===== src/rtl/ballot_if.sv =====
// Ballot controller front-panel bundle: officer/candidate inputs, status outputs.
// multi_press exists only when MULTI_REJECT_EN is defined.
interface ballot_if;
  logic       mode;
  logic       ballot_enable;
  logic [3:0] cand_btn;
  logic       armed;
  logic       valid_vote_casted;
  logic [3:0] vote_onehot;
  logic       ballot_timeout;
  logic       busy;
`ifdef MULTI_REJECT_EN
  logic       multi_press;

  modport master (
    output mode, ballot_enable, cand_btn,
    input  armed, valid_vote_casted, vote_onehot,
    input  ballot_timeout, busy, multi_press
  );
  modport slave (
    input  mode, ballot_enable, cand_btn,
    output armed, valid_vote_casted, vote_onehot,
    output ballot_timeout, busy, multi_press
  );
`else
  modport master (
    output mode, ballot_enable, cand_btn,
    input  armed, valid_vote_casted, vote_onehot,
    input  ballot_timeout, busy
  );
  modport slave (
    input  mode, ballot_enable, cand_btn,
    output armed, valid_vote_casted, vote_onehot,
    output ballot_timeout, busy
  );
`endif
endinterface


===== src/rtl/ballot_controller.sv =====
// Voting-machine ballot FSM: arm, commit one vote, lockout, saturating tallies.
// MULTI_REJECT_EN: simultaneous candidate edges are rejected instead of prioritised.
module ballot_controller #(
  parameter int CNT_W    = 4,
  parameter int LOCK_CYC = 125000000,
  parameter int ARM_TMO  = 250000000
) (
  input  logic             clock,
  input  logic             reset,
  ballot_if.slave          bus,
  output logic [CNT_W-1:0] tally1,
  output logic [CNT_W-1:0] tally2,
  output logic [CNT_W-1:0] tally3,
  output logic [CNT_W-1:0] tally4
);
  localparam int AW = $clog2(ARM_TMO + 1);
  localparam int LW = $clog2(LOCK_CYC + 1);
  localparam logic [AW-1:0] ARM_LAST = AW'(ARM_TMO - 1);
  localparam logic [LW-1:0] LOCK_LAST = LW'(LOCK_CYC - 1);
  localparam logic [CNT_W-1:0] SAT = '1;

  typedef enum logic [1:0] {IDLE, ARMED, COMMIT, LOCKOUT} state_e;

  state_e           state_q, state_d;
  logic [AW-1:0]    arm_q, arm_d;
  logic [LW-1:0]    lock_q, lock_d;
  logic [3:0]       sel_q, sel_d;
  logic             tmo_q, tmo_d;
  logic             en_lvl_q, en_lvl_d;
  logic             en_edge_q, en_edge_d;
  logic [3:0]       cand_lvl_q, cand_lvl_d;
  logic [3:0]       cand_edge_q, cand_edge_d;
  logic [CNT_W-1:0] tally_q [4];
  logic [CNT_W-1:0] tally_d [4];
  logic [3:0]       pick;
  logic             reject;

  // Lowest set bit: candidate1 has priority.
  assign pick = cand_edge_q & (~cand_edge_q + 4'd1);

`ifdef MULTI_REJECT_EN
  assign reject = |(cand_edge_q & (cand_edge_q - 4'd1));
  assign bus.multi_press = (state_q == ARMED) && !bus.mode && reject;
`else
  assign reject = 1'b0;
`endif

  always_comb begin
    state_d     = state_q;
    arm_d       = arm_q;
    lock_d      = lock_q;
    sel_d       = sel_q;
    tmo_d       = 1'b0;
    tally_d     = tally_q;
    en_lvl_d    = bus.ballot_enable;
    en_edge_d   = bus.ballot_enable & ~en_lvl_q;
    cand_lvl_d  = bus.cand_btn;
    cand_edge_d = bus.cand_btn & ~cand_lvl_q;
    unique case (state_q)
      IDLE: begin
        if (en_edge_q && !bus.mode) begin
          state_d = ARMED;
          arm_d   = '0;
        end
      end
      ARMED: begin
        arm_d = arm_q + AW'(1);
        if (bus.mode) begin
          state_d = IDLE;
        end else if ((|cand_edge_q) && !reject) begin
          state_d = COMMIT;
          sel_d   = pick;
        end else if (arm_q == ARM_LAST) begin
          state_d = IDLE;
          tmo_d   = 1'b1;
        end
      end
      COMMIT: begin
        for (int i = 0; i < 4; i++) begin
          if (sel_q[i] && (tally_q[i] != SAT)) begin
            tally_d[i] = tally_q[i] + CNT_W'(1);
          end
        end
        state_d = LOCKOUT;
        lock_d  = '0;
      end
      LOCKOUT: begin
        lock_d = lock_q + LW'(1);
        if (lock_q == LOCK_LAST) state_d = IDLE;
      end
      default: state_d = IDLE;
    endcase
  end

  always_ff @(posedge clock) begin
    if (reset) begin
      state_q     <= IDLE;
      arm_q       <= '0;
      lock_q      <= '0;
      sel_q       <= '0;
      tmo_q       <= 1'b0;
      en_lvl_q    <= 1'b0;
      en_edge_q   <= 1'b0;
      cand_lvl_q  <= '0;
      cand_edge_q <= '0;
      for (int i = 0; i < 4; i++) tally_q[i] <= '0;
    end else begin
      state_q     <= state_d;
      arm_q       <= arm_d;
      lock_q      <= lock_d;
      sel_q       <= sel_d;
      tmo_q       <= tmo_d;
      en_lvl_q    <= en_lvl_d;
      en_edge_q   <= en_edge_d;
      cand_lvl_q  <= cand_lvl_d;
      cand_edge_q <= cand_edge_d;
      for (int i = 0; i < 4; i++) tally_q[i] <= tally_d[i];
    end
  end

  assign bus.armed             = (state_q == ARMED);
  assign bus.busy              = (state_q == LOCKOUT);
  assign bus.valid_vote_casted = (state_q == COMMIT);
  assign bus.vote_onehot       = (state_q == COMMIT) ? sel_q : 4'b0;
  assign bus.ballot_timeout    = tmo_q;

  assign tally1 = tally_q[0];
  assign tally2 = tally_q[1];
  assign tally3 = tally_q[2];
  assign tally4 = tally_q[3];
endmodule

===== src/flat_wrapper.sv =====
// flat-port wrapper written by rule: the top's interface ports become plain ports
module ballot_controller_flat 
#(
  parameter int CNT_W    = 4,
  parameter int LOCK_CYC = 125000000,
  parameter int ARM_TMO  = 250000000
)
  (clock, reset, tally1, tally2, tally3, tally4, bus_mode, bus_ballot_enable, bus_cand_btn, bus_armed, bus_valid_vote_casted, bus_vote_onehot, bus_ballot_timeout, bus_busy);
  ballot_if bus_i ();
  input  logic clock;
  input  logic reset;
  output logic [CNT_W-1:0] tally1;
  output logic [CNT_W-1:0] tally2;
  output logic [CNT_W-1:0] tally3;
  output logic [CNT_W-1:0] tally4;
  input wire logic [$bits(bus_i.mode)-1:0] bus_mode;
  input wire logic [$bits(bus_i.ballot_enable)-1:0] bus_ballot_enable;
  input wire logic [$bits(bus_i.cand_btn)-1:0] bus_cand_btn;
  output wire logic [$bits(bus_i.armed)-1:0] bus_armed;
  output wire logic [$bits(bus_i.valid_vote_casted)-1:0] bus_valid_vote_casted;
  output wire logic [$bits(bus_i.vote_onehot)-1:0] bus_vote_onehot;
  output wire logic [$bits(bus_i.ballot_timeout)-1:0] bus_ballot_timeout;
  output wire logic [$bits(bus_i.busy)-1:0] bus_busy;
  assign bus_i.mode = bus_mode;
  assign bus_i.ballot_enable = bus_ballot_enable;
  assign bus_i.cand_btn = bus_cand_btn;
  assign bus_armed = bus_i.armed;
  assign bus_valid_vote_casted = bus_i.valid_vote_casted;
  assign bus_vote_onehot = bus_i.vote_onehot;
  assign bus_ballot_timeout = bus_i.ballot_timeout;
  assign bus_busy = bus_i.busy;
  ballot_controller #(.CNT_W(CNT_W), .LOCK_CYC(LOCK_CYC), .ARM_TMO(ARM_TMO)) u_core (.clock(clock), .reset(reset), .bus(bus_i), .tally1(tally1), .tally2(tally2), .tally3(tally3), .tally4(tally4));
endmodule

===== config.mk =====
export PLATFORM = sky130hd
export DESIGN_NAME = ballot_controller_flat
export DESIGN_NICKNAME = d
export VERILOG_FILES = /design/src/rtl/ballot_if.sv /design/src/rtl/ballot_controller.sv /design/src/flat_wrapper.sv
export SDC_FILE = /design/constraint.sdc
export NUM_CORES = 1
export LEC_CHECK = 0
export CORE_MARGIN = 3
export CORE_UTILIZATION = 63
export DETAILED_ROUTE_END_ITERATION = 10
export PLACE_DENSITY = 0.94
export REMOVE_ABC_BUFFERS = 1
export SLEW_MARGIN = 40
export SYNTH_ARGS = -nofsm -noshare
export SYNTH_HDL_FRONTEND = slang
export SYNTH_SLANG_ARGS = --single-unit

===== constraint.sdc =====
create_clock -name clock -period 4.1 [get_ports clock]
set_clock_uncertainty 0.05 [all_clocks]
set_input_delay 0.82 -clock clock [delete_from_list [all_inputs] [get_ports clock]]
set_output_delay 0.82 -clock clock [all_outputs]
set_load 0.02 [all_outputs]

# --- Word-level counts from Yosys, hierarchy flattened ---
# Index checks and enable logic that the tools add are counted.
totals:
  regBits: 88
  latchBits: 0
  mem_bits_rw: 0
  romBits: 0
  input_bits: 8
  out_inout_bits: 24
  wordCells: 69
  n_memories: 0
op_classes:
  add_sub_neg: 7
  multipliers: 0
  div: 0
  order_cmp: 0
  eq_ne: 12
  shifts: 0
  muxes: 11
  n_bitwise: 8
  reduce_logical: 18
ops:
  columns: ["operator", "count"]
  rows:
  - ["$pmux W28 S2", 1]
  - ["$pmux W27 S2", 1]
  - ["$add A28 B1 Y28 const B", 1]
  - ["$eq A28 B28 Y1 const B", 1]
  - ["$mux W28", 1]
  - ["$add A27 B1 Y27 const B", 1]
  - ["$eq A27 B27 Y1 const B", 1]
  - ["$add A4 B1 Y4 const B", 5]
  - ["$ne A4 B4 Y1 const B", 4]
  - ["$mux W2", 5]
  - ["$reduce_and A2 Y1", 5]
  - ["$and A4 B4 Y4", 2]
  - ["$not A4 Y4", 2]
  - ["$pmux W2 S4", 1]
  - ["$reduce_or A7 Y1", 1]
  - ["$reduce_and A3 Y1", 2]
  - ["$logic_and A1 B1 Y1", 5]
  - ["$eq A2 B2 Y1 const B", 2]
  - ["$mux W4", 1]
  - ["$ne A2 B1 Y1 const B", 2]
  - ["$ne A4 B2 Y1 const B", 1]
  - ["$reduce_bool A2 Y1", 2]
  - ["$reduce_or A4 Y1", 1]
  - ["$not A1 Y1", 3]
  - ["other kinds (5)", 5]

# --- Logic depth before layout (Yosys ltp) ---
depth:
  ltp_word: 5
  depth_mapped: 7
  depth_no_buf: 5

# --- Worst setup path before layout ---
# No wires, ideal clock.
synth_path:
  kind: "register to output"
  start: "register with a tool-made name"
  end: "output port bus_vote_onehot[0]"
  t_arrival_ns: 1.390
  required_ns: 3.230
  path_slack_ns: 1.840
  path_stages_with_launch: 5
  n_path_buf: 2
  cell_sequence: "dfxtp_1 nor2b_1 clkbuf_1 clkbuf_1 and2_1"
synth_rtl:
  columns: ["item", "line_no", "text"]
  rows:
  - ["end, declared", "flat_wrapper.sv:21", "output wire logic [$bits(bus_i.vote_onehot)-1:0] bus_vote_onehot;"]

# --- Final worst setup path ---
layout_path:
  start: "register u_core.state_q[0]"
  end: "output port bus_armed"
layout_between:
  elab_chain_cells: 1
layout_lines:
  columns: ["item", "line_no", "text"]
  rows:
  - ["start, declared", "ballot_controller.sv:24", "state_e state_q, state_d;"]
  - ["start signal, assigned", "ballot_controller.sv:108", "state_q <= state_d;"]
  - ["$eq A2 B1 Y1", "ballot_controller.sv:121", "assign bus.armed = (state_q == ARMED);"]
  - ["end, declared", "flat_wrapper.sv:19", "output wire logic [$bits(bus_i.armed)-1:0] bus_armed;"]
# No other way between the ends.

==> run summary <==
final setup fails -> 0
H-tree levels -> 3
DRT Pass-1 Iters -> 5
Initial Util -> 0.663
PortBufs -> 31
Fin Hold WS -> 0.342 ns
Critical Path End Type -> output pin
# IOs -> 32
top cells by area, synth -> dfxtp_1 (41%), nand3_1 (4.6%), a21oi_1 (3.7%)
peak supply drop -> 0.246 mV
GR Util met1 -> 0.352
Max-slew headroom -> 0.644
Cells after Synth -> 506
height of the chip -> 88.4 um
cell taking the most area after synthesis -> dfxtp_1
Clock Path Buffers -> 2
Hold Path Class -> flip-flop to flip-flop
Avg Cell Area, Syn -> 8.46 um2
vias in the first global route -> 3730
synthesized area -> 4280 um2
Worst R2R Setup Slack -> 1.64 ns
TritonCTS buffer count -> 9
clock network power share -> 0.374
internal power -> 1130 uW
crit-path leading delay family -> buffers and inverters
status -> complete, no violations
Iter 0 DRT Violations -> 401
Design Area, Final -> 4800 um2
switching share of power -> 0.252
total grt overflow -> 0
GRT Total Usage -> 0.273
largest net degree at the start of global routing -> 51
Synth top area share -> 0.412
post-CTS setup buffer count -> 0
Switch Pwr -> 381 uW
Slowest-stage cell, CP -> clkdlybuf4s50_1
Pins Over Slew Limit -> 0
Slew @ Worst Pin -> 0.533 ns
hpwl dp -> 6.87 mm
Clock transition at path regs -> 0.09 ns
final WL -> 10.2 mm
ant diodes -> 0
CTS tree -> done
Top FF cell, synth -> dfxtp_1
Peak Freq -> 318 MHz
layout cells sized above 1 -> 0.0527
MaxCap Viol Count -> 0
pwr dens -> 315 nW/um2
Total Power -> 1510 uW
post-cts resize count -> 0
RSZ-0062 raised after global routing -> false
number of synthesized flops with an enable pin -> 0
Core Rows -> 29
Unique masters post-synth -> 56
Synthesis Warnings -> 0
Core Box Area -> 6460 um2
Flop pwr share -> 0.576
Root Driver -> clkbuf_8
crit path cell chain -> nand2b_1 > inv_1 > clkdlybuf4s50_1
Die ar. -> 7820 um2
clk_lat worst skew -> 0.36 ns
number of hold violations in the final report -> 0
CP arrival -> 2.27 ns
Setup crit start kind -> flip-flop
WL/cell -> 16.8 um
post-layout util -> 0.743
TNS Setup -> 0 ns
fin crit period -> 3.14 ns
first-pass GRT wire length -> 17.1 mm
fin crit share -> 0.766
count of buffer and inverter cells on the critical path -> 2
via count -> 4071
leak pwr -> 0.00160 uW
initial antenna violation count -> 0
die width -> 88.4 um
Placed Area -> 4620 um2
register area share after synthesis -> 0.412
CP Data Required Time -> 3.23 ns
logic gate share of total power -> 0.050
GRT busiest layer -> met2
Sink Count -> 88
CP Max Fanout -> 17
DRC Markers -> 0
met2 Usage GRT -> 0.448
asr flop ratio synth -> 0
# hold bufs at CTS -> 0
CP Class -> flip-flop to output pin
M3 GR Usage -> 0.0466
Layout area overhead -> 12.2%
fin nets -> 540
antenna viol nets, final -> 0
placer congestion estimate -> 0.840
slowest stage delay, CP -> 0.70 ns
Yosys reg bits -> 88
vias per cell -> 6.70
-- layer usage --
metal / wire length, um / share of wire
met2: 4980 / 0.49
met4: 225 / 0.022
met5: 0 / 0
met3: 735 / 0.072
met1: 4260 / 0.42
-- cell usage after synthesis (2+ instances only) --
master	count
nand4b_1	2
o211ai_1	6
a21boi_0	2
nor4_1	11
nor3_1	10
clkbuf_1	23
inv_1	11
a311oi_1	4
a31oi_1	4
nand4_1	25
xnor2_1	4
a32oi_1	2
a211o_1	6
nor4b_1	4
a21oi_1	32
nand2_1	34
or3_1	14
a22oi_1	2
and4_1	7
and3_1	6
nor2b_1	12
nand3b_1	3
nor3b_1	3
a211oi_1	4
ha_1	6
and2_1	5
a2bb2oi_1	2
nand3_1	39
o311a_1	3
mux2i_1	11
dfxtp_1	88
or4_1	16
o21ai_0	19
o31ai_1	10
nor2_1	40
xor2_1	12
or3_2	2
buf_2	4
-- state kept, by name, indices dropped and copies added, names as in the netlist, named ones only --
register,count
u_core.arm_q,28
u_core.lock_q,27
u_core.cand_edge_q,4
u_core.cand_lvl_q,4
u_core.sel_q,4
u_core.tally1,4
u_core.tally2,4
u_core.tally3,4
u_core.tally4,4
u_core.bus.ballot_timeout,1
u_core.en_edge_q,1
u_core.en_lvl_q,1
u_core.state_q,1
-- area by class of cell --
| class | count | area (um2) |
|---|---|---|
| inverter | 11 | 41.3 |
| sequential | 88 | 1760 |
| tap | 77 | 96.3 |
| fill | 462 | 1660 |
| multi-input combinational | 380 | 2370 |
| clock buffer | 11 | 141 |
| timing repair buffer | 36 | 348 |
| clock inverter | 5 | 41.3 |
-- power by group through the flow --
stage / clock network [uW] / registers (uW) / logic (uW)
detailed placement: 0 / 890 / 73.2
global route: 599 / 871 / 84.1
floorplan: 0 / 887 / 40.7
finish: 564 / 870 / 75.8
CTS: 569 / 870 / 74.7
global placement: 0 / 889 / 70.9
-- placed cells by master, fill, tap and decap left out, drive strengths merged, types with 3 or more instances in the layout --
cell type      synthesis  layout
a211o                  6       6
nor2                  40      40
a21oi                 32      32
nand3                 39      39
o21ai                 20      20
and2                   5       5
nand3b                 3       3
nor2b                 12      12
a31oi                  4       4
buf                    4       5
clkbuf                23      11
ha                     6       6
mux2i                 11      11
o311a                  3       3
dfxtp                 88      88
o31ai                 10      10
inv                   11      12
a311oi                 4       4
or4                   16      16
o211ai                 6       6
or3                   16      16
xnor2                  4       4
nor4                  11      11
nand4                 25      25
nand2                 34      34
xor2                  12      12
a211oi                 4       4
clkdlybuf4s50          0      31
and4                   8       8
nor4b                  4       4
and3                   6       6
nor3b                  3       3
nor3                  10      10
-- final timing paths --
check	cells past startpoint	endpoint	start
max	3	bus_armed	u_core.state_q[0]
min	1	u_core.en_edge_q	u_core.en_lvl_q
max reg2reg	5	u_core.arm_q[15]	u_core.state_q[0]
min reg2reg	1	u_core.en_edge_q	u_core.en_lvl_q
-- worst register-to-register path, stage by stage, from the launching register on --
cell and delay [ns]:
dfxtp_1 0.57, nand2b_1 0.22, inv_1 0.42, nand2_1 0.43, or4_1 0.62, nand3_1 0.09
-- through the flow --
stage	worst slack (ns)	instances
floorplan	1.57	479
global placement	1.36	592
detailed placement	1.29	592
CTS	0.995	608
global route	0.815	608
finish	0.958	608
-- cell families after synthesis --
family                     share of synthesized area
muxes                                         0.0284
xor gates and xnor gates                      0.0327
buffers and inverters                         0.0345
AOI/OAI and AO/OA                              0.161
DFF                                            0.412
and+or+nand+nor                                0.315
adders and majority gates                     0.0175
No activity file was read; power rests on OpenSTA's default activity.
